$ cat config.mk
export PLATFORM = sky130hd
export DESIGN_NAME = pattern_serializer
export DESIGN_NICKNAME = d
export VERILOG_FILES = /design/src/rtl/pattern_pkg.sv /design/src/rtl/pattern_ser_cnt.sv /design/src/rtl/pattern_serializer.sv
export SDC_FILE = /design/constraint.sdc
export NUM_CORES = 1
export LEC_CHECK = 0
export BUFFER_PORTS_ARGS = -buffer_cell sky130_fd_sc_hd__buf_2
export CAP_MARGIN = 20
export CELL_PAD_IN_SITES_DETAIL_PLACEMENT = 1
export CELL_PAD_IN_SITES_GLOBAL_PLACEMENT = 1
export CORE_ASPECT_RATIO = 1.4
export CORE_MARGIN = 2
export CORE_UTILIZATION = 39
export CTS_CLUSTER_SIZE = 16
export DETAILED_ROUTE_END_ITERATION = 7
export PLACE_DENSITY_LB_ADDON = 0.1
export SLEW_MARGIN = 20
export SYNTH_ARGS = -nofsm -noshare
export SYNTH_HDL_FRONTEND = slang
export SYNTH_SLANG_ARGS = --single-unit
$ cat constraint.sdc
create_clock -name clk -period 1.9 [get_ports clk]
set_input_delay 0.38 -clock clk [delete_from_list [all_inputs] [get_ports clk]]
set_output_delay 0.38 -clock clk [all_outputs]
set_load 0.05 [all_outputs]
$ cat src/rtl/pattern_pkg.sv
// Shared types and constants for the pattern serializer.
// Macro PATTERN_SER_PARITY_EN adds the S_PAR state used for the trailing even-parity bit.
package pattern_pkg;

  typedef enum logic [2:0] {
    S_IDLE  = 3'b001,
    S_SHIFT = 3'b010
`ifdef PATTERN_SER_PARITY_EN
    ,
    S_PAR   = 3'b100
`endif
  } state_t;

  localparam logic B = 1'b1;
  localparam logic C = 1'b0;

  // Even parity over a zero-extended word; the extension bits do not change the XOR.
  function automatic logic even_parity(input logic [31:0] word);
    return ^word;
  endfunction

endpackage

$ cat src/rtl/pattern_ser_cnt.sv
// Bit counter for the serializer: counts emitted data bits, saturating at WIDTH.
// clr restarts the count; clr together with inc restarts at one.
module pattern_ser_cnt #(
  parameter int WIDTH = 8,
  parameter int CW    = $clog2(WIDTH + 1)
) (
  input  logic          clk,
  input  logic          rst,
  input  logic          clr,
  input  logic          inc,
  output logic [CW-1:0] cnt,
  output logic          last
);

  assign last = (cnt == CW'(WIDTH));

  // Count register; never passes WIDTH.
  always_ff @(posedge clk or negedge rst) begin
    if (!rst) begin
      cnt <= {CW{1'b0}};
    end else if (clr) begin
      cnt <= inc ? CW'(1) : {CW{1'b0}};
    end else if (inc && !last) begin
      cnt <= cnt + CW'(1);
    end else begin
      cnt <= cnt;
    end
  end

endmodule

$ cat src/rtl/pattern_serializer.sv
// Parallel-to-serial converter feeding a downstream pattern detector, with registered outputs.
// Define PATTERN_SER_PARITY_EN to append an even-parity bit after each word.
module pattern_serializer
  import pattern_pkg::*;
#(
  parameter int WIDTH     = 8,
  parameter bit MSB_FIRST = 1'b1
) (
  input  logic             clk,
  input  logic             rst,
  input  logic [WIDTH-1:0] in_data,
  input  logic             in_valid,
  output logic             in_ready,
  input  logic             en_i,
  output logic             data_o,
  output logic             valid_o,
  output logic             busy_o,
  output logic             word_done_o
);

  localparam int CW = $clog2(WIDTH + 1);

  state_t           state_r, state_next_s;
  logic [WIDTH-1:0] sr_r, sr_next_s;
  logic [CW-1:0]    cnt_s;
  logic             cnt_last_s, cnt_clr_s, cnt_inc_s;
  logic             accept_s, emit_s, emit_bit_s, final_s, done_s;
`ifdef PATTERN_SER_PARITY_EN
  logic             par_r;
`endif

  function automatic logic [WIDTH-1:0] shift_out(input logic [WIDTH-1:0] w);
    return MSB_FIRST ? {w[WIDTH-2:0], 1'b0} : {1'b0, w[WIDTH-1:1]};
  endfunction

  function automatic logic head_bit(input logic [WIDTH-1:0] w);
    return MSB_FIRST ? w[WIDTH-1] : w[0];
  endfunction

  pattern_ser_cnt #(.WIDTH(WIDTH), .CW(CW)) u_cnt (
    .clk  (clk),
    .rst  (rst),
    .clr  (cnt_clr_s),
    .inc  (cnt_inc_s),
    .cnt  (cnt_s),
    .last (cnt_last_s)
  );

  assign accept_s = in_valid & in_ready;
  // The final bit is on data_o this cycle, so a new word may be taken without a gap.
`ifdef PATTERN_SER_PARITY_EN
  assign done_s = (state_r == S_PAR);
`else
  assign done_s = (state_r == S_SHIFT) && cnt_last_s;
`endif

  // Next-state, shift-register and emitted-bit decode.
  always_comb begin
    state_next_s = state_r;
    sr_next_s    = sr_r;
    emit_s       = 1'b0;
    emit_bit_s   = C;
    final_s      = 1'b0;
    cnt_clr_s    = 1'b0;
    cnt_inc_s    = 1'b0;
    if ((state_r == S_IDLE) || done_s) begin
      cnt_clr_s = 1'b1;
      if (accept_s) begin
        state_next_s = S_SHIFT;
        if (en_i) begin
          emit_s     = 1'b1;
          emit_bit_s = head_bit(in_data);
          sr_next_s  = shift_out(in_data);
          cnt_inc_s  = 1'b1;
        end else begin
          sr_next_s = in_data;
        end
      end else begin
        state_next_s = S_IDLE;
      end
    end else begin
      case (state_r)
        S_SHIFT: begin
          if (en_i) begin
`ifdef PATTERN_SER_PARITY_EN
            if (cnt_last_s) begin
              emit_s       = 1'b1;
              emit_bit_s   = par_r;
              final_s      = 1'b1;
              state_next_s = S_PAR;
            end else begin
              emit_s     = 1'b1;
              emit_bit_s = head_bit(sr_r);
              sr_next_s  = shift_out(sr_r);
              cnt_inc_s  = 1'b1;
            end
`else
            emit_s     = 1'b1;
            emit_bit_s = head_bit(sr_r);
            sr_next_s  = shift_out(sr_r);
            cnt_inc_s  = 1'b1;
            final_s    = (cnt_s == CW'(WIDTH - 1));
`endif
          end else begin
            state_next_s = state_r;
          end
        end
        default: state_next_s = S_IDLE;
      endcase
    end
  end

  // State, shift register and registered outputs.
  always_ff @(posedge clk or negedge rst) begin
    if (!rst) begin
      state_r     <= S_IDLE;
      sr_r        <= {WIDTH{1'b0}};
      data_o      <= C;
      valid_o     <= 1'b0;
      word_done_o <= 1'b0;
      busy_o      <= 1'b0;
      in_ready    <= 1'b0;
    end else begin
      state_r     <= state_next_s;
      sr_r        <= sr_next_s;
      data_o      <= emit_bit_s;
      valid_o     <= emit_s;
      word_done_o <= final_s;
      busy_o      <= (state_next_s != S_IDLE);
      in_ready    <= (state_next_s == S_IDLE) | final_s;
    end
  end

`ifdef PATTERN_SER_PARITY_EN
  // Parity of the accepted word, sent after its data bits.
  always_ff @(posedge clk or negedge rst) begin
    if (!rst) begin
      par_r <= 1'b0;
    end else if (accept_s) begin
      par_r <= even_parity(32'(in_data));
    end else begin
      par_r <= par_r;
    end
  end
`endif

endmodule

==> flow_summary.rst <==
.. list-table::
   :header-rows: 1

   * - Metric
     - Value
   * - Via count of the routed design
     - 778
   * - Routed WL
     - 2370 um
   * - Most used cells in the layout excluding fill and tap cells
     - sky130_fd_sc_hd__dfrtp_1 (19), sky130_fd_sc_hd__buf_2 (16), sky130_fd_sc_hd__mux2i_1 (13)
   * - Run status
     - finished clean
   * - Placement Rows
     - 22
   * - Final count of hold timing violations
     - 0
   * - Count of boundary I/O pins
     - 17
   * - Highest Clock Rate
     - 549 MHz
   * - Arrival time worst endpoint
     - 2.01 ns
   * - Unrepaired setup endpoints after global routing
     - true
   * - Instance count of the mapped netlist
     - 92
   * - Required time of the worst setup path
     - 2.09 ns
   * - Final cell count without fillers
     - 152
   * - Share of the clock period used by the worst path
     - 95.8%
   * - Post-CTS sizing
     - 0
   * - Launching element type of the critical path
     - flop
   * - Most instantiated flip-flop cell in the synthesis netlist
     - sky130_fd_sc_hd__dfrtp_1
   * - Number of nets in the layout
     - 131
   * - Buffers on Ports
     - 16
   * - Clock group share of total power
     - 18.9%
   * - Number of synthesized flops with an enable pin
     - 0
   * - Antenna violations before repair
     - 0
   * - Final clock skew
     - 0.00686 ns
   * - Fraction of the yosys area taken by sequential cells
     - 45.8%
   * - Layout cell share with drive strength beyond 1
     - 34.5%
   * - Global-route wire length before repair
     - 3970 um
   * - GP Congestion
     - 0.739
   * - Via density per instance
     - 5.12
   * - Maximum level of the CTS H-tree
     - 1
   * - Total global routing overflow
     - 0
   * - Endpoints failing setup
     - 0
   * - Instance count after placement with tap cells included
     - 147
   * - Pin count of the biggest net entering global routing
     - 21
   * - Hpwl dp
     - 1890 um
   * - Mean instance size in the synthesized netlist
     - 11.9 um2
   * - Final total negative setup slack
     - 0 ns
   * - Total power
     - 1.08 mW
   * - Final Max Tran Viols
     - 0
   * - Num Clock Sinks
     - 20
   * - Switch share
     - 30.8%
   * - Die X-Extent
     - 48.8 um
   * - Detailed-route DRC error count
     - 0
   * - Post-synthesis instance area
     - 1090 um2
   * - Yosys warnings
     - 0
   * - Root Buffer Master
     - sky130_fd_sc_hd__clkbuf_4
   * - Proportion of synthesized flip-flops having asynchronous set or reset
     - 100%
   * - Antenna-violating nets left
     - 0
   * - Starting Density
     - 41.4%
   * - Max_cap viols
     - 0
   * - First drt pass iteration count
     - 4
   * - Worst Hold Class
     - input port to asynchronous set/reset pin
   * - Die Span Y
     - 66.7 um
   * - Diode insertion count for antenna repair
     - 0
   * - Most common cell after layout, fill and taps aside
     - sky130_fd_sc_hd__dfrtp_1
   * - Pre-CTS setup slack
     - 0.0938 ns
   * - WS Path Type
     - flop to flop
   * - Final critical-path required period
     - 1.82 ns
   * - Fill cells
     - 317
   * - Mapped Nets
     - 106
   * - Iteration-0 DRC count of the detailed router
     - 14
   * - Part of the total power dissipated in sequential elements
     - 52.9%
   * - Via count of the first global-routing pass
     - 875
   * - Core region area
     - 2640 um2
   * - Number of buffers created by CTS
     - 3
   * - Wirelength per Cell
     - 15.6 um
   * - Layout overhead on the synthesized area
     - 16.2%
   * - Switching Power
     - 333 uW
   * - Synth unique cells
     - 35
   * - Peak supply drop
     - 0.000435 V
   * - Worst-skew pair later-pin latency
     - 0.30 ns
   * - TritonCTS clock tree
     - yes
   * - Part of the power in combinational logic
     - 28.2%
   * - Cell internal power dissipation
     - 749 uW
   * - Nature of the critical path endpoint
     - flop
   * - Clk slew on worst S/H paths
     - 0.10 ns
   * - Global routing usage summed across all routing layers
     - 16.5%
   * - Power density cells
     - 850 nW/um2
   * - FF+latch count, synth
     - 20
   * - Highest fanout seen on the critical path
     - 6
   * - Die area
     - 3250 um2
   * - Final setup slack of the worst path
     - 0.0793 ns
   * - Maximum buffer depth of the clock tree
     - 2
   * - Pleak
     - 0.609 nW
-- metal layers --
| metal | part of all wire [%] | GRT usage (%) | up-vias |
|---|---|---|---|
| li1 | - | - | 376 |
| met1 | 38 | 16.3 | 383 |
| met2 | 57 | 32.5 | 15 |
| met3 | 3.3 | 2.69 | 4 |
| met4 | 1.7 | 8.57 | 0 |
| met5 | 0 | 0 | - |
-- power groups by stage --
stage / Clock [mW] / Sequential, mW / Combinational, mW
final: 0.205 / 0.573 / 0.305
after global routing: 0.235 / 0.587 / 0.340
after CTS: 0.219 / 0.574 / 0.310
after detailed placement: 0 / 0.583 / 0.308
after global placement: 0 / 0.576 / 0.303
after floorplan: 0 / 0.590 / 0.203
-- state kept, by name, indices dropped and copies added, names as in the netlist --
name	flops
sr_r	8
data_o	1
u_cnt.cnt	4
state_r	3
word_done_o	1
in_ready	1
busy_o	1
valid_o	1
-- final timing paths --
kind                                          startpoint  slack (ns)  cells past startpoint                   end
max in group asynchronous                            rst        1.55                      1  state_r[0]$_DFF_PN1_
worst min register to register       sr_r[2]$_DFFE_PN0P_        0.53                      1   sr_r[2]$_DFFE_PN0P_
worst max-delay path            u_cnt.cnt[1]$_DFFE_PN0P_        0.08                      6   sr_r[7]$_DFFE_PN0P_
worst max register to register  u_cnt.cnt[1]$_DFFE_PN0P_        0.08                      6   sr_r[7]$_DFFE_PN0P_
min in group clk                              in_data[7]        0.38                      3      data_o$_DFF_PN0_
worst min-delay path                                 rst       0.004                      1   sr_r[0]$_DFFE_PN0P_
-- cell type report --
cell class / count / area, um2 / share of cell area (%)
Inverter: 9 / 33.8 / 2.65
Multi-Input combinational cell: 62 / 548 / 43.1
Clock buffer: 4 / 26.3 / 2.06
Sequential cell: 20 / 502 / 39.4
Tap cell: 36 / 45.0 / 3.54
Timing Repair Buffer: 21 / 118 / 9.24
-- metrics by stage --
step / util, % / hold slack [ns] / area, um2
floorplan: - / 0.0844 / 1090
global placement: 46.9 / 0.348 / 1240
detailed placement: 46.9 / 0.356 / 1240
CTS: 47.9 / 0.00997 / 1260
global route: 48.2 / 0.0261 / 1270
finish: 48.2 / 0.00438 / 1270
-- cell families after synthesis --
logic type                 synth area share (%)
and+or+nand+nor                            15.8
muxes                                      21.1
DFF                                        45.8
AOI/OAI and AO/OA                          9.72
buffers and inverters                      4.11
adders and majority gates                  2.29
other                                     0.343
xor gates and xnor gates                  0.800
-- cell usage after synthesis (2+ instances only) --
| library cell | instances | area, um2 |
|---|---|---|
| sky130_fd_sc_hd__nand3_1 | 2 | 10.0 |
| sky130_fd_sc_hd__and4b_1 | 2 | 20.0 |
| sky130_fd_sc_hd__mux2_2 | 9 | 101 |
| sky130_fd_sc_hd__a21oi_1 | 3 | 15.0 |
| sky130_fd_sc_hd__nand2_1 | 2 | 7.51 |
| sky130_fd_sc_hd__dfrtp_1 | 19 | 475 |
| sky130_fd_sc_hd__inv_1 | 8 | 30.0 |
| sky130_fd_sc_hd__nor2_1 | 4 | 15.0 |
| sky130_fd_sc_hd__nand2b_1 | 2 | 12.5 |
| sky130_fd_sc_hd__ha_1 | 2 | 25.0 |
| sky130_fd_sc_hd__mux2i_1 | 13 | 130 |
| sky130_fd_sc_hd__nand4b_1 | 2 | 17.5 |
| sky130_fd_sc_hd__o21ai_0 | 2 | 10.0 |
-- worst max-delay path, stage by stage, from the launching register on --
cell	delay [ns]
sky130_fd_sc_hd__dfrtp_1	0.43
sky130_fd_sc_hd__inv_1	0.09
sky130_fd_sc_hd__ha_1	0.20
sky130_fd_sc_hd__and3b_1	0.22
sky130_fd_sc_hd__nand2_1	0.10
sky130_fd_sc_hd__a31oi_4	0.30
sky130_fd_sc_hd__mux2_2	0.37
-- timing repair --
action,CTS,global route
endpoints found under the setup margin,0,6
hold buffers,0,0
buffers inserted,0,1
endpoints found under the hold margin,0,0
Power figures use the tool's default switching activity.
